$ cat config.mk
export PLATFORM = sky130hd
export DESIGN_NAME = raster_pixel_writer
export DESIGN_NICKNAME = d
export VERILOG_FILES = /design/src/rtl/gpu_pkg.sv /design/src/rtl/pixel_fifo.sv /design/src/rtl/raster_pixel_writer.sv
export SDC_FILE = /design/constraint.sdc
export NUM_CORES = 1
export LEC_CHECK = 0
export CAP_MARGIN = 0
export CORE_UTILIZATION = 45
export CTS_CLUSTER_DIAMETER = 50
export DETAILED_ROUTE_END_ITERATION = 6
export PLACE_DENSITY = 0.66
export SYNTH_ARGS = -nofsm -noshare
export SYNTH_HDL_FRONTEND = slang
export SYNTH_SLANG_ARGS = --single-unit
$ cat constraint.sdc
create_clock -name clk -period 4.1 [get_ports clk]
set_clock_uncertainty 0.05 [all_clocks]
set_input_delay 0.82 -clock clk [delete_from_list [all_inputs] [get_ports clk]]
set_output_delay 0.82 -clock clk [all_outputs]
set_load 0.01 [all_outputs]
$ cat src/rtl/gpu_pkg.sv
// ============================================================================
//  gpu_pkg
//  Shared screen defaults, framebuffer entry type and writer state encoding.
//  Revision: 1.0
// ============================================================================
`default_nettype none

package gpu_pkg;

    localparam int c_screen_w = 640;
    localparam int c_screen_h = 480;
    localparam int c_addr_w   = 19;
    localparam int c_color_w  = 16;

    typedef struct packed {
        logic [c_addr_w-1:0]  addr;
        logic [c_color_w-1:0] color;
    } fb_entry_t;

    localparam logic [0:0] WR_IDLE = 1'b0;
    localparam logic [0:0] WR_REQ  = 1'b1;

    // Full-width linear address; callers truncate to their address width.
    function automatic logic [31:0] linear_addr(input logic [15:0] x,
                                                input logic [15:0] y,
                                                input int unsigned width);
        return 32'(y) * width + 32'(x);
    endfunction

endpackage

`default_nettype wire

$ cat src/rtl/pixel_fifo.sv
// ============================================================================
//  pixel_fifo
//  Synchronous FIFO with registered storage, occupancy count and flags.
//  Revision: 1.0
// ============================================================================
`default_nettype none

module pixel_fifo #(
    parameter int WIDTH = 35,
    parameter int DEPTH = 8
) (
    input  logic                     clk,
    input  logic                     rst,
    input  logic                     push,
    input  logic [WIDTH-1:0]         push_data,
    input  logic                     pop,
    output logic [WIDTH-1:0]         head,
    output logic [$clog2(DEPTH):0]   count,
    output logic                     full,
    output logic                     empty
);

    localparam int c_ptr_w = $clog2(DEPTH);

    logic [WIDTH-1:0]   r_mem [DEPTH];
    logic [c_ptr_w-1:0] r_wr_ptr;
    logic [c_ptr_w-1:0] r_rd_ptr;
    logic [c_ptr_w:0]   r_count;
    logic               w_do_push;
    logic               w_do_pop;

    assign full      = (r_count == (c_ptr_w+1)'(DEPTH));
    assign empty     = (r_count == '0);
    assign count     = r_count;
    assign head      = r_mem[r_rd_ptr];
    assign w_do_pop  = pop & ~empty;
    // A pop on the same edge frees the slot a push needs when full.
    assign w_do_push = push & (~full | w_do_pop);

    always_ff @(posedge clk) begin
        if (w_do_push) begin
            r_mem[r_wr_ptr] <= push_data;
        end
    end

    always_ff @(posedge clk) begin
        if (rst) begin
            r_wr_ptr <= '0;
            r_rd_ptr <= '0;
            r_count  <= '0;
        end else begin
            if (w_do_push) begin
                r_wr_ptr <= r_wr_ptr + 1'b1;
            end
            if (w_do_pop) begin
                r_rd_ptr <= r_rd_ptr + 1'b1;
            end
            case ({w_do_push, w_do_pop})
                2'b10:   r_count <= r_count + 1'b1;
                2'b01:   r_count <= r_count - 1'b1;
                default: r_count <= r_count;
            endcase
        end
    end

endmodule

`default_nettype wire

$ cat src/rtl/raster_pixel_writer.sv
// ============================================================================
//  raster_pixel_writer
//  Dedups, clips and buffers rasterizer pixels, then drains them to the
//  framebuffer over req/ack. Optional clipping: define PIXEL_CLIP_EN.
//  Revision: 1.0
// ============================================================================
`default_nettype none

module raster_pixel_writer
    import gpu_pkg::*;
#(
    parameter int SCREEN_W   = c_screen_w,
    parameter int SCREEN_H   = c_screen_h,
    parameter int ADDR_W     = c_addr_w,
    parameter int COLOR_W    = c_color_w,
    parameter int FIFO_DEPTH = 8
) (
    input  logic               clk,
    input  logic               rst,
    input  logic               pix_valid,
    input  logic [15:0]        pix_x,
    input  logic [15:0]        pix_y,
    input  logic [COLOR_W-1:0] pix_color,
    input  logic               tri_done,
    output logic               pix_ready,
    output logic               fb_req,
    output logic [ADDR_W-1:0]  fb_addr,
    output logic [COLOR_W-1:0] fb_data,
    input  logic               fb_ack,
    output logic               busy,
    output logic [15:0]        drop_cnt
);

    localparam int c_cnt_w   = $clog2(FIFO_DEPTH) + 1;
    localparam int c_entry_w = ADDR_W + COLOR_W;

    logic                      r_tri_d;
    logic                      w_tri_rise;
    logic                      r_last_valid;
    logic [15:0]               r_last_x;
    logic [15:0]               r_last_y;
    logic                      w_accept;
    logic                      w_dup;
    logic                      w_keep;
    logic [ADDR_W-1:0]         w_addr;

    logic                      r_s1_valid;
    logic [ADDR_W-1:0]         r_s1_addr;
    logic [COLOR_W-1:0]        r_s1_color;

    logic                      w_fifo_push;
    logic [c_entry_w-1:0]      w_fifo_head;
    logic [c_cnt_w-1:0]        w_fifo_count;
    logic                      w_fifo_full;
    logic                      w_fifo_empty;
    logic [c_cnt_w:0]          w_occ;

    logic [0:0]                r_state;
    logic [0:0]                w_state_next;
    logic                      w_load;

    assign w_tri_rise = tri_done & ~r_tri_d;
    assign w_accept   = pix_valid & pix_ready;
    assign w_dup      = r_last_valid & (pix_x == r_last_x) & (pix_y == r_last_y);
    assign w_addr     = ADDR_W'(linear_addr(pix_x, pix_y, SCREEN_W));

`ifdef PIXEL_CLIP_EN
    localparam logic [31:0] c_lim_w = 32'(SCREEN_W);
    localparam logic [31:0] c_lim_h = 32'(SCREEN_H);

    logic        w_clip;
    logic [15:0] r_drop_cnt;

    assign w_clip   = (32'(pix_x) >= c_lim_w) | (32'(pix_y) >= c_lim_h);
    assign w_keep   = w_accept & ~w_dup & ~w_clip;
    assign drop_cnt = r_drop_cnt;

    always_ff @(posedge clk) begin
        if (rst) begin
            r_drop_cnt <= '0;
        end else if (w_accept & w_clip & (r_drop_cnt != 16'hFFFF)) begin
            r_drop_cnt <= r_drop_cnt + 16'd1;
        end
    end
`else
    assign w_keep   = w_accept & ~w_dup;
    assign drop_cnt = 16'd0;
`endif

    // A tri_done edge wins over a same-cycle keep: the next triangle starts clean.
    always_ff @(posedge clk) begin
        if (rst) begin
            r_tri_d      <= 1'b0;
            r_last_valid <= 1'b0;
            r_last_x     <= '0;
            r_last_y     <= '0;
        end else begin
            r_tri_d <= tri_done;
            if (w_tri_rise) begin
                r_last_valid <= 1'b0;
            end else if (w_keep) begin
                r_last_valid <= 1'b1;
                r_last_x     <= pix_x;
                r_last_y     <= pix_y;
            end
        end
    end

    always_ff @(posedge clk) begin
        if (rst) begin
            r_s1_valid <= 1'b0;
            r_s1_addr  <= '0;
            r_s1_color <= '0;
        end else begin
            r_s1_valid <= w_keep;
            if (w_keep) begin
                r_s1_addr  <= w_addr;
                r_s1_color <= pix_color;
            end
        end
    end

    // Stage 1 is counted in the occupancy, so it always finds a free slot.
    assign w_occ       = {1'b0, w_fifo_count} + {{c_cnt_w{1'b0}}, r_s1_valid};
    assign pix_ready   = (w_occ < (c_cnt_w+1)'(FIFO_DEPTH));
    assign w_fifo_push = r_s1_valid & (~w_fifo_full | w_load);

    pixel_fifo #(
        .WIDTH (c_entry_w),
        .DEPTH (FIFO_DEPTH)
    ) u_fifo (
        .clk       (clk),
        .rst       (rst),
        .push      (w_fifo_push),
        .push_data ({r_s1_addr, r_s1_color}),
        .pop       (w_load),
        .head      (w_fifo_head),
        .count     (w_fifo_count),
        .full      (w_fifo_full),
        .empty     (w_fifo_empty)
    );

    always_ff @(posedge clk) begin
        if (rst) begin
            r_state <= WR_IDLE;
        end else begin
            r_state <= w_state_next;
        end
    end

    always_comb begin
        w_state_next = r_state;
        case (r_state)
            WR_IDLE: if (!w_fifo_empty)          w_state_next = WR_REQ;
            WR_REQ:  if (fb_ack && w_fifo_empty) w_state_next = WR_IDLE;
            default:                             w_state_next = WR_IDLE;
        endcase
    end

    always_comb begin
        fb_req = 1'b0;
        w_load = 1'b0;
        case (r_state)
            WR_IDLE: w_load = ~w_fifo_empty;
            WR_REQ: begin
                fb_req = 1'b1;
                w_load = fb_ack & ~w_fifo_empty;
            end
            default: ;
        endcase
    end

    always_ff @(posedge clk) begin
        if (rst) begin
            fb_addr <= '0;
            fb_data <= '0;
        end else if (w_load) begin
            fb_addr <= w_fifo_head[c_entry_w-1:COLOR_W];
            fb_data <= w_fifo_head[COLOR_W-1:0];
        end
    end

    assign busy = r_s1_valid | (w_fifo_count != '0) | fb_req;

endmodule

`default_nettype wire

==> reports/metrics.yaml <==
routing:
  firstDrtPassIters: 5
  drcViolationCount: 0
  via_per_inst: 5.44
  routed_wl_mm: 33.8
  drt-initial-drc-count: 549
  wl_per_cell_um: 20.1
  drt.antenna.violating_nets: 0
  num_vias: 9161
die:
  rows: 69
  core_area_mm2: 0.0356
  die_w_um: 192
  io_pins: 107
  die-area_mm2: 0.0370
  start_util_pct: 45.8
  die_height_um: 192
place:
  place_congestion: 0.835
  place_inst: 1603
  place_worst_setup_slack_ns: -0.0528
  dp_hpwl_mm: 20.0
  port_buffers: 90
logic_synthesis:
  avgSynthCellArea_um2: 15.1
  synth_compound_area_share_pct: 5.84
  synth_edf_count: 280
  muxShareOfSynthArea_pct: 13.9
  ys_seq_elements: 396
  ys_warn_count: 0
  synth_ff_type: "edfxtp_1"
  synthAdderAreaFrac_pct: 2.83
  ys_async_sr_fraction_pct: 0
  synth-xor-area-share_pct: 2.58
  syn_area_mm2: 0.0163
  syn_inst: 1081
  synth_top_family_by_area: "multiplexers"
  synth-seq-area-share_pct: 65.8
  yosys.cell_types.count: 51
  synth-simple-area-share_pct: 6.17
setup_path:
  critPathCaptureType: "register"
  crit-reg2reg-launch: "u_fifo.count[0]"
  worstSetupStartpointType: "primary input"
  arrival_ns: 4.02
  r2r-end: "u_fifo.count[3]"
  cp_max_fo: 4
  path_class: "in -> reg"
  rrSetupSlack_ns: 1.49
  r2r_cells: 9
  worst_ep_required_time_ns: 4.49
finish:
  final_layout_size_suffix_gt1_share_pct: 15.2
  antenna_cells: 0
  nNetsFinal: 1276
  fin_cells: 1683
  syn2layout_area_growth_pct: 17.9
  final_util_pct: 54.0
pwr:
  powerDensity_mw_per_mm2: 580
  irDropWorstVdd_mv: 0.270
  p_leak_nw: 6.57
clock_network:
  cts_root_buf: "clkbuf_16"
  hold_buffers: 0
  path_clk_slew_ns: 0.06
  post-cts-setup-buffers: 0
  cts_resized: 0
  cts_tree: "yes"
  cts_buffers: 44
  clock_sinks: 396
  h-tree-depth: 2
  clk_latency_ns: 0.54
  cts_max_path_buffers: 3
sta:
  hold_viol: 0
  slew_headroom_pct: 30.8
  fin_crit_ns: 3.63
  rsz0062_at_grt: "false"
  setup_viol_count_final: 0
  tightestPinTransition_ns: 1.04
  tns_ns: 0
  max_freq_mhz: 276
  setup_slack_ns: 0.471
  maxSlewViolCount: 0
  fin_crit_sh_pct: 88.5
global_route:
  track_usage_pct: 18.7
  grt_pass1_vias: 9106
  antenna_found_initial: 0
  grt_start_max_net_pins: 84
  grt_overflow_total: 0
  grt_pass1_wl_mm: 52.0
run:
  maxCapViolCount: 0
status:
  status: "finished clean"
worst_hold_path:
  hold_class: "reg -> reg"
  worstHoldStart: "r_last_y[14]"
  min_to: "r_last_y[14]"
  hold_path_depth: 2
==> registers in the layout, indices dropped and copies added, names as in the netlist, 4 cells and up <==
name,count
r_last_y,16
fb_addr,19
r_last_x,16
u_fifo.count,4
fb_data,16
r_s1_addr,19
r_s1_color,16
u_fifo.r_mem,280
==> metrics by stage <==
stage | hold slack (ns) | power (mW) | cell area, um^2
finish | 0.418 | 11.2 | 19200
detailed placement | 0.410 | 7.48 | 17800
global placement | 0.404 | 7.43 | 17800
floorplan | 0.396 | 6.63 | 16400
CTS | 0.421 | 11.3 | 19200
global route | 0.433 | 11.7 | 19200
==> worst max-delay path by stage <==
stage / start / end / slack [ns] / cells after the start
3_3_place_gp: pix_y[1] / r_s1_addr[17] / -0.04 / 14
3_5_place_dp: pix_y[1] / r_s1_addr[17] / -0.05 / 14
4_1_cts: pix_y[1] / r_s1_addr[17] / 0.50 / 14
2_1_floorplan: pix_y[1] / r_s1_addr[17] / 0.56 / 13
6_report: pix_y[1] / r_s1_addr[17] / 0.47 / 14
5_1_grt: pix_y[1] / r_s1_addr[17] / 0.26 / 14
==> critical path, stage by stage <==
cell and delay (ns):
clkdlybuf4s50_1 0.44, ha_1 0.31, ha_1 0.16, inv_1 0.05, fa_1 0.39, nand2b_1 0.18
a21oi_1 0.20, nor2_1 0.08, ha_1 0.33, a21oi_1 0.16, nand2_1 0.09, or3_1 0.33
a31o_2 0.24, a311oi_1 0.23
==> power by group <==
part / internal, mW / leakage, nW / switching [mW]
combinational: 1.17 / 2.34 / 1.10
clock: 2.26 / 0.685 / 1.54
sequential: 4.69 / 3.54 / 0.397
total: 8.12 / 6.57 / 3.04
==> cell type report <==
class	instances	area, um^2
Fill cell	2886	16400
Timing Repair Buffer	123	1210
Clock buffer	64	1250
Tap cell	461	577
Inverter	14	52.6
Sequential cell	396	10700
Clock inverter	16	163
Multi-Input combinational cell	609	5230
==> synth_stat cells (3+ instances only) <==
master,instances,area [um^2]
a211oi_1,38,285
nor2_1,59,221
xor2_1,38,333
inv_1,14,52.6
mux4_2,70,1580
nand2b_1,7,43.8
a21o_1,8,60.1
edfxtp_1,280,8410
xnor2_1,10,87.6
o21ai_0,38,190
buf_2,10,50.1
fa_1,3,60.1
dfxtp_1,116,2320
nand2_1,77,289
nand4_1,4,25.0
nor4_1,8,50.1
buf_4,17,128
nand3_1,34,170
mux2i_1,68,681
a21oi_1,49,245
clkbuf_2,3,15.0
clkbuf_1,36,135
ha_1,32,400
nor3_1,12,60.1
or3_1,3,18.8
nor2b_1,5,31.3
buf_6,6,67.6
buf_1,5,18.8
==> cells in the final DEF (no fill, tap or decap), types with 8 or more instances in the layout <==
master,count
edfxtp_1,280
dfxtp_1,113
clkdlybuf4s50_1,89
nand2_1,77
mux4_2,70
mux2i_1,68
nor2_1,52
a21oi_1,49
clkbuf_16,45
xor2_1,38
a211oi_1,38
o21ai_0,38
nand3_1,34
ha_1,32
buf_4,29
conb_1,16
clkbuf_1,14
inv_1,13
nor3_1,10
xnor2_1,10
nor4_1,8
a21o_1,8
==> metal layers <==
layer / track usage (%) / up-vias / share of wire [%]
met1: 25.5 / 4602 / 45
met3: 3.13 / 51 / 4.3
li1: - / 4312 / -
met5: 0 / - / 0
met2: 31.2 / 196 / 49
met4: 4.85 / 0 / 1.9
==> cells by family after synthesis <==
family                   after synthesis
buffers and inverters                 91
multiplexers                         138
AND/OR/NAND/NOR                      219
flip-flops                           396
AO/OA/AOI/OAI                        153
other                                  1
adder cells (fa/ha/maj)               35
XOR/XNOR                              48
Note: power is estimated with default switching activity, not from simulation.
